<file path="config.mk">
export PLATFORM = sky130hd
export DESIGN_NAME = pfiform_lane_serializer
export DESIGN_NICKNAME = d
export VERILOG_FILES = /design/src/rtl/pfiform_lane_serializer.sv
export SDC_FILE = /design/constraint.sdc
export NUM_CORES = 1
export LEC_CHECK = 0
export CAP_MARGIN = 20
export CORE_UTILIZATION = 45
export CTS_BUF_LIST = sky130_fd_sc_hd__clkbuf_16
export CTS_CLUSTER_SIZE = 24
export DETAILED_ROUTE_END_ITERATION = 16
export PLACE_DENSITY = 0.76
export SYNTH_ARGS = -nofsm -noshare
export SYNTH_HDL_FRONTEND = slang
export SYNTH_SLANG_ARGS = --single-unit
</file>
<file path="constraint.sdc">
create_clock -name i_core_clk -period 12.2 [get_ports i_core_clk]
set_input_delay 3.66 -clock i_core_clk [delete_from_list [all_inputs] [get_ports i_core_clk]]
set_output_delay 3.66 -clock i_core_clk [all_outputs]
set_load 0.01 [all_outputs]
</file>
<file path="src/rtl/pfiform_lane_serializer.sv">
// Byte serializer behind the PFIFORM packing FIFO: unpacks 96-bit words of 1-12 lanes
// onto a valid/ready byte stream, LSB lane first, and tracks fixed-length frames.
module pfiform_lane_serializer #(
    parameter int LANE_W    = 8,
    parameter int LANES     = 12,
    parameter int FRAME_LEN = 1024,
    parameter int FCNT_W    = 16
) (
    input  logic                      i_core_clk,
    input  logic                      i_rx_rst,
    input  logic                      PopEnable,
    input  logic [LANE_W*LANES-1:0]   PopData,
    output logic                      PopPermit,
    input  logic [3:0]                i_pop_amount,
    output logic [LANE_W-1:0]         o_byte,
    output logic                      o_byte_valid,
    input  logic                      i_byte_ready,
    output logic                      o_byte_last,
    output logic [FCNT_W-1:0]         o_frame_cnt
);

    localparam int AMT_W = 4;
    localparam int CNT_W = (FRAME_LEN > 2) ? $clog2(FRAME_LEN) : 1;

    typedef enum logic {
        S_IDLE  = 1'b0,
        S_SHIFT = 1'b1
    } state_t;

    state_t                    state_q, state_d;
    logic [LANE_W*LANES-1:0]   word_q, word_d;
    logic [AMT_W-1:0]          amt_q, amt_d;
    logic [AMT_W-1:0]          idx_q, idx_d;
    logic [CNT_W-1:0]          bcnt_q, bcnt_d;
    logic [FCNT_W-1:0]         fcnt_q, fcnt_d;

    logic                      last_lane;
    logic                      frame_end;
    logic                      word_xfer;
    logic                      byte_xfer;

    // Amounts of 0 or above the lane count mean "full word".
    function automatic logic [AMT_W-1:0] clamp_amount(input logic [AMT_W-1:0] a);
        if (a == '0 || int'(a) > LANES) begin
            return AMT_W'(LANES);
        end
        return a;
    endfunction

    assign last_lane    = (idx_q == amt_q - AMT_W'(1));
    assign frame_end    = (bcnt_q == CNT_W'(FRAME_LEN - 1));
    assign o_byte_valid = (state_q == S_SHIFT);
    assign o_byte_last  = o_byte_valid && frame_end;
    assign o_frame_cnt  = fcnt_q;
    assign o_byte       = o_byte_valid ? word_q[idx_q*LANE_W +: LANE_W] : '0;

    // Accepting on the final lane while it drains keeps words back-to-back without a bubble.
    assign PopPermit = !i_rx_rst &&
                       ((state_q == S_IDLE) ||
                        (state_q == S_SHIFT && last_lane && i_byte_ready));

    assign word_xfer = PopEnable && PopPermit;
    assign byte_xfer = o_byte_valid && i_byte_ready;

    always_comb begin
        state_d = state_q;
        word_d  = word_q;
        amt_d   = amt_q;
        idx_d   = idx_q;
        bcnt_d  = bcnt_q;
        fcnt_d  = fcnt_q;

        if (byte_xfer) begin
            if (last_lane) begin
                state_d = S_IDLE;
            end else begin
                idx_d = idx_q + AMT_W'(1);
            end
            if (frame_end) begin
                bcnt_d = '0;
                fcnt_d = fcnt_q + FCNT_W'(1);
            end else begin
                bcnt_d = bcnt_q + CNT_W'(1);
            end
        end

        // A load overrides the drain-to-idle decision taken above.
        if (word_xfer) begin
            state_d = S_SHIFT;
            word_d  = PopData;
            amt_d   = clamp_amount(i_pop_amount);
            idx_d   = '0;
        end
    end

    always_ff @(posedge i_core_clk) begin
        if (i_rx_rst) begin
            state_q <= S_IDLE;
            amt_q   <= AMT_W'(LANES);
            idx_q   <= '0;
            bcnt_q  <= '0;
            fcnt_q  <= '0;
        end else begin
            state_q <= state_d;
            amt_q   <= amt_d;
            idx_q   <= idx_d;
            bcnt_q  <= bcnt_d;
            fcnt_q  <= fcnt_d;
        end
    end

    // The held word is pure data; o_byte is masked while nothing valid is held.
    always_ff @(posedge i_core_clk) begin
        word_q <= word_d;
    end

endmodule

</file>
==> impl_metrics.yaml, run 1 <==
critical_path:
  critPathArrivalTime_ns: 5.40
  max_stage_delay_ns: 0.60
  critical_path.most_common_cell: "clkdlybuf4s50_1"
  worstSetupStartpointType: "input pin"
  cp-end-kind: "output pin"
  r2r_setup_slack_ns: 8.25
  path_class: "in -> out"
  cp_max_fo: 7
  crit_slowest_cell: "clkdlybuf4s50_1"
  path_cells: "clkdlybuf4s50_1, inv_1, o31a_1, nor2_1, clkdlybuf4s50_1"
  critPathTopFamily: "buffers and inverters"
  critPathRequiredTime_ns: 8.54
  crit_buf_inv: 3
yosys:
  synth_commonest_cells: "96 x edfxtp_1, 35 x dfxtp_1, 27 x nor2_1"
  yosysMostFrequentCell: "edfxtp_1"
  synth_flop_cell: "edfxtp_1"
  synth.area.top_cells: "edfxtp_1 52%, dfxtp_1 13%, mux4_2 9.7%"
  ys_seq_area_frac: 0.646
  synth.avg_cell_area_sq_um: 14.4
  synth.ff_latch_count: 131
  synth_edf_count: 96
  netlist_instances: 384
  yosysTopAreaCellShare: 0.520
  yosysUniqueCellTypes: 44
  synth_nets: 492
  yosys_warnings: 0
  netlist_area_sq_mm: 0.00554
  yosysTopAreaCell: "edfxtp_1"
  synth-async-reset-ratio: 0
run:
  maxCapViolCount: 0
sta:
  setup_ws_ns: 3.14
  hold_viol: 0
  clock_skew_ns: 0.00776
  slew_violations: 0
  rsz0062_at_grt: "no"
  tns_ns: 0
  timing.final.crit_share: 0.743
  timing.final.crit_period_ns: 9.06
  fmax_ghz: 0.110
  relSlewSlack: 0.286
  tightest_slew_ns: 1.07
  finalSetupViolations: 0
clock_tree:
  htree_num_levels: 4
  clockBufferDepth: 2
  cts_root_buf: "clkbuf_16"
  cts.sinks: 131
  cts_hold_buf: 0
  cts_buffers: 17
  postCtsSetupBuffers: 0
  cts_tree: "yes"
  ctsResizeCount: 0
  path_clk_slew_ns: 0.06
  clkLatencyLatePin_ns: 0.42
drt:
  via_per_inst: 5.48
  routedWlPerCell_um: 17.1
  first_iter_violations: 298
  drtPass1Iterations: 4
  vias: 3726
  routed_wl_um: 11700
  antenna_left: 0
  drcViolationCount: 0
die:
  ios: 131
  die_w_um: 113
  core-area_sq_mm: 0.0120
  fp.dieH_um: 113
  num_rows: 40
  dieArea_sq_mm: 0.0128
  start_util: 0.462
power_and_ir_drop:
  comb_power_share: 0.072
  clockPowerShare: 0.480
  p_int_w: 0.000888
  leakagePower_nw: 2.55
  ir_drop_v: 0.000122
  swShare: 0.206
  powerDensity_mw_per_mm2: 146
  seq_power_share: 0.448
  power.switching_w: 0.000230
finish:
  layout-drive-gt1-share: 0.128
  final.fill_count: 863
  final_cells: 680
  diodes: 0
  syn2layout_area_growth_pct: 37.6
  final_core_util: 0.635
  nNetsFinal: 628
  seq_area_sq_mm: 0.00358
  multi_input_area_sq_mm: 0.00182
place:
  port_buffers: 130
  dpl.hpwl_um: 8020
  place_ws_ns: 3.17
  place_inst: 647
  place.gp.congestion: 0.816
hold_path:
  hold_path_class: "reg -> reg"
global_route:
  grt_use_total: 0.198
  gr-total-overflow: 0
  antenna_found_initial: 0
  grt_pass1_vias: 3767
  grt_pass1_wl_um: 18800
  grt_max_degree: 89
status:
  status: "finished, final reports clean"
-- final cells by class --
class,instances,share of cell area
Sequential cell,131,0.470
Multi-Input combinational cell,218,0.238
Timing Repair Buffer,134,0.176
Clock buffer,17,0.0558
Clock inverter,15,0.0269
Tap cell,147,0.0241
Inverter,18,0.00886
-- worst register-to-register path: stages, from the launching register on --
cell and delay, ns:
dfxtp_1 0.77, buf_4 0.38, xor2_1 0.24, nand3_1 0.20
o31a_1 0.34, nor3b_2 0.63, buf_4 0.89
-- cells by family (layout without fill, tap and decap cells) --
logic type,after synthesis,after routing,share of synthesized area
adder cells (fa/ha/maj),4,4,0.00903
AO/OA/AOI/OAI,48,48,0.0575
XOR/XNOR,15,15,0.0262
buffers and inverters,35,184,0.0266
AND/OR/NAND/NOR,110,110,0.105
flip-flops,131,131,0.646
multiplexers,41,41,0.129
-- registers in the layout, indices dropped and copies added (netlist names) --
register      count
o_byte_valid      1
o_frame_cnt      16
amt_q             4
bcnt_q           10
word_q           96
idx_q             4
-- per-layer routing --
metal | vias to the layer above | wire, um | global-route usage | part of all wire
met2 | 141 | 5910 | 0.340 | 0.51
met4 | 0 | 195 | 0.0789 | 0.017
met3 | 16 | 842 | 0.0664 | 0.072
met1 | 1804 | 4710 | 0.230 | 0.40
li1 | 1765 | - | - | -
met5 | - | 0 | 0 | 0
-- metrics by stage --
step	total power (W)	area (sq um)	hold slack (ns)
6_report	0.00112	7630	0.483
4_1_cts	0.00113	7610	0.484
3_5_place_dp	0.000590	6980	0.468
3_3_place_gp	0.000588	6980	0.452
5_1_grt	0.00115	7630	0.506
2_1_floorplan	0.000544	5540	0.444
-- power by group through the flow --
stage	Combinational (W)	Sequential, W	Clock (W)
after floorplan	0.0000348	0.000510	0
after global placement	0.0000765	0.000511	0
after detailed placement	0.0000777	0.000512	0
after CTS	0.0000782	0.000503	0.000544
after global routing	0.0000862	0.000502	0.000564
final	0.0000802	0.000501	0.000536
-- final timing paths --
path	cells past startpoint	to	from
hold reg to reg	2	bcnt_q[1]$_SDFFE_PP0P_	bcnt_q[1]$_SDFFE_PP0P_
setup reg to reg	6	word_q[77]$_DFFE_PP_	idx_q[1]$_SDFFE_PP0P_
setup / recovery	5	PopPermit	i_byte_ready
hold / removal	2	bcnt_q[1]$_SDFFE_PP0P_	bcnt_q[1]$_SDFFE_PP0P_
-- cells in the final DEF, fill, tap and decap left out, drive strengths merged, types with 5 or more instances in the layout --
cell             n
clkdlybuf4s50  130
or4              8
nor2b            5
edfxtp          96
nand4           10
nor4             6
xor2             8
clkinv           6
mux2i           13
xnor2            6
nand2           16
or3              5
o21ai            9
nor2            27
dfxtp           35
nand3           12
nor3             8
o31ai            6
mux4            24
o22a             8
inv             21
clkbuf          17
a21oi           14
Power figures use the tool's default switching activity.
==> run 2: changes to the inputs <==
- CORE_UTILIZATION: 45 -> 50
- PLACE_DENSITY: 0.76 -> 0.8
- clock period: 12.2 -> 9.2 ns (I/O delays scaled with it)
==> impl_metrics.yaml, run 2 (synthesis gave the netlist of run 1 again) <==
run:
  maxCapViolCount: 0
critical_path:
  cp-end-kind: "output pin"
  path_cells: "clkdlybuf4s50_1, inv_1, o31a_1, nor2_1, clkdlybuf4s50_1"
  worstSetupStartpointType: "input pin"
  critPathArrivalTime_ns: 4.52
  critPathRequiredTime_ns: 6.44
  r2r_start: "idx_q[2]$_SDFFE_PP0P_"
  path_class: "in -> out"
  critPathTopFamily: "buffers and inverters"
  critical_path.most_common_cell: "clkdlybuf4s50_1"
  cp_max_fo: 7
  crit_buf_inv: 3
  r2r_setup_slack_ns: 5.61
  ff2ff_path_depth: 6
  max_stage_delay_ns: 0.59
  crit_slowest_cell: "clkdlybuf4s50_1"
  reg2reg_to: "word_q[22]$_DFFE_PP_"
finish:
  diodes: 0
  seq_area_sq_mm: 0.00358
  regMostFlops: "word_q"
  final_core_util: 0.695
  multi_input_area_sq_mm: 0.00182
  final_common_cell: "clkdlybuf4s50_1"
  layout-drive-gt1-share: 0.113
  largest_reg_flops: 96
  final_cell_mix: "130 x clkdlybuf4s50_1, 96 x edfxtp_1, 34 x dfxtp_1, 27 x nor2_1, 24 x mux4_2"
  nNetsFinal: 629
  final_cell_area_sq_mm: 0.00753
  final.fill_count: 733
  syn2layout_area_growth_pct: 35.8
power_and_ir_drop:
  p_int_w: 0.00111
  power.switching_w: 0.000277
  total_power_w: 0.00138
  seq_power_share: 0.480
  leakagePower_nw: 2.52
  comb_power_share: 0.079
  ir_drop_v: 0.000171
  powerDensity_mw_per_mm2: 184
  clockPowerShare: 0.441
  swShare: 0.200
global_route:
  grt_pass1_wl_um: 18800
  grt_max_degree: 57
  antenna_found_initial: 0
  grt_pass1_vias: 3897
  gr-total-overflow: 0
  grt_use_total: 0.226
drt:
  routed_wl_um: 12000
  via_per_inst: 5.65
  antenna_left: 0
  drcViolationCount: 0
  drtPass1Iterations: 5
  first_iter_violations: 252
  routedWlPerCell_um: 17.9
  vias: 3793
clock_tree:
  htree_num_levels: 4
  clockBufferDepth: 2
  clkLatencyLatePin_ns: 0.42
  ctsResizeCount: 0
  postCtsSetupBuffers: 0
  cts_tree: "yes"
  path_clk_slew_ns: 0.05
  cts_buffers: 17
  cts_hold_buf: 0
  cts.sinks: 131
  cts_root_buf: "clkbuf_16"
sta:
  rsz0062_at_grt: "no"
  tns_ns: 0
  relSlewSlack: 0.476
  slew_violations: 0
  tightest_slew_ns: 0.784
  clock_skew_ns: 0.00599
  setup_ws_ns: 1.92
  finalSetupViolations: 0
  fmax_ghz: 0.137
  hold_viol: 0
  timing.final.crit_period_ns: 7.28
  timing.final.crit_share: 0.791
hold_path:
  min-delay-start: "bcnt_q[1]$_SDFFE_PP0P_"
  hold_path_class: "reg -> reg"
  hold_depth: 2
  holdPathEnd: "bcnt_q[1]$_SDFFE_PP0P_"
die:
  start_util: 0.511
  fp.dieH_um: 107
  ios: 131
  die_w_um: 107
  num_rows: 38
  dieArea_sq_mm: 0.0115
  core-area_sq_mm: 0.0108
place:
  place.gp.congestion: 0.799
  postPlaceCellArea_sq_mm: 0.00698
  place_ws_ns: 1.97
  dpl.hpwl_um: 8250
  port_buffers: 130
status:
  status: "finished, final reports clean"
==> run 2: worst min-delay path, cell delays in order (launching register included) <==
cell	delay (ns)
dfxtp_1	0.32
nand2_1	0.07
a21oi_1	0.06
==> run 2: worst max-delay path by stage <==
stage | startpoint | end | slack, ns | cells after the start
after detailed placement | i_byte_ready | PopPermit | 1.97 | 5
after floorplan | i_rx_rst | word_q[0]$_DFFE_PP_ | 1.74 | 3
after global routing | i_byte_ready | PopPermit | 1.82 | 5
after global placement | i_byte_ready | PopPermit | 1.98 | 5
final | i_byte_ready | PopPermit | 1.92 | 5
after CTS | i_byte_ready | PopPermit | 1.91 | 5
==> run 2: layer usage <==
| metal | routed length (um) | up-vias | GRT usage |
|---|---|---|---|
| li1 | - | 1768 | - |
| met1 | 4730 | 1841 | 0.259 |
| met2 | 6200 | 159 | 0.379 |
| met3 | 835 | 25 | 0.0763 |
| met4 | 240 | 0 | 0.112 |
| met5 | 0 | - | 0 |
==> run 2: cell type report <==
type,count,area share
inverter,18,0.00897
clock inverter,12,0.0135
clock buffer,17,0.0565
multi-input combinational,218,0.242
sequential,131,0.476
tap,140,0.0233
timing repair buffer,135,0.179
==> run 2: power by group through the flow <==
stage	Combinational (W)	Sequential, W	Clock (W)
floorplan	0.0000463	0.000674	0
global placement	0.000102	0.000677	0
detailed placement	0.000105	0.000679	0
CTS	0.000105	0.000667	0.000619
global route	0.000117	0.000665	0.000642
finish	0.000110	0.000664	0.000610
==> run 2: through the flow <==
stage,hold slack (ns),std cells
2_1_floorplan,0.444,384
5_1_grt,0.512,671
3_3_place_gp,0.451,641
3_5_place_dp,0.479,641
4_1_cts,0.487,670
6_report,0.492,671
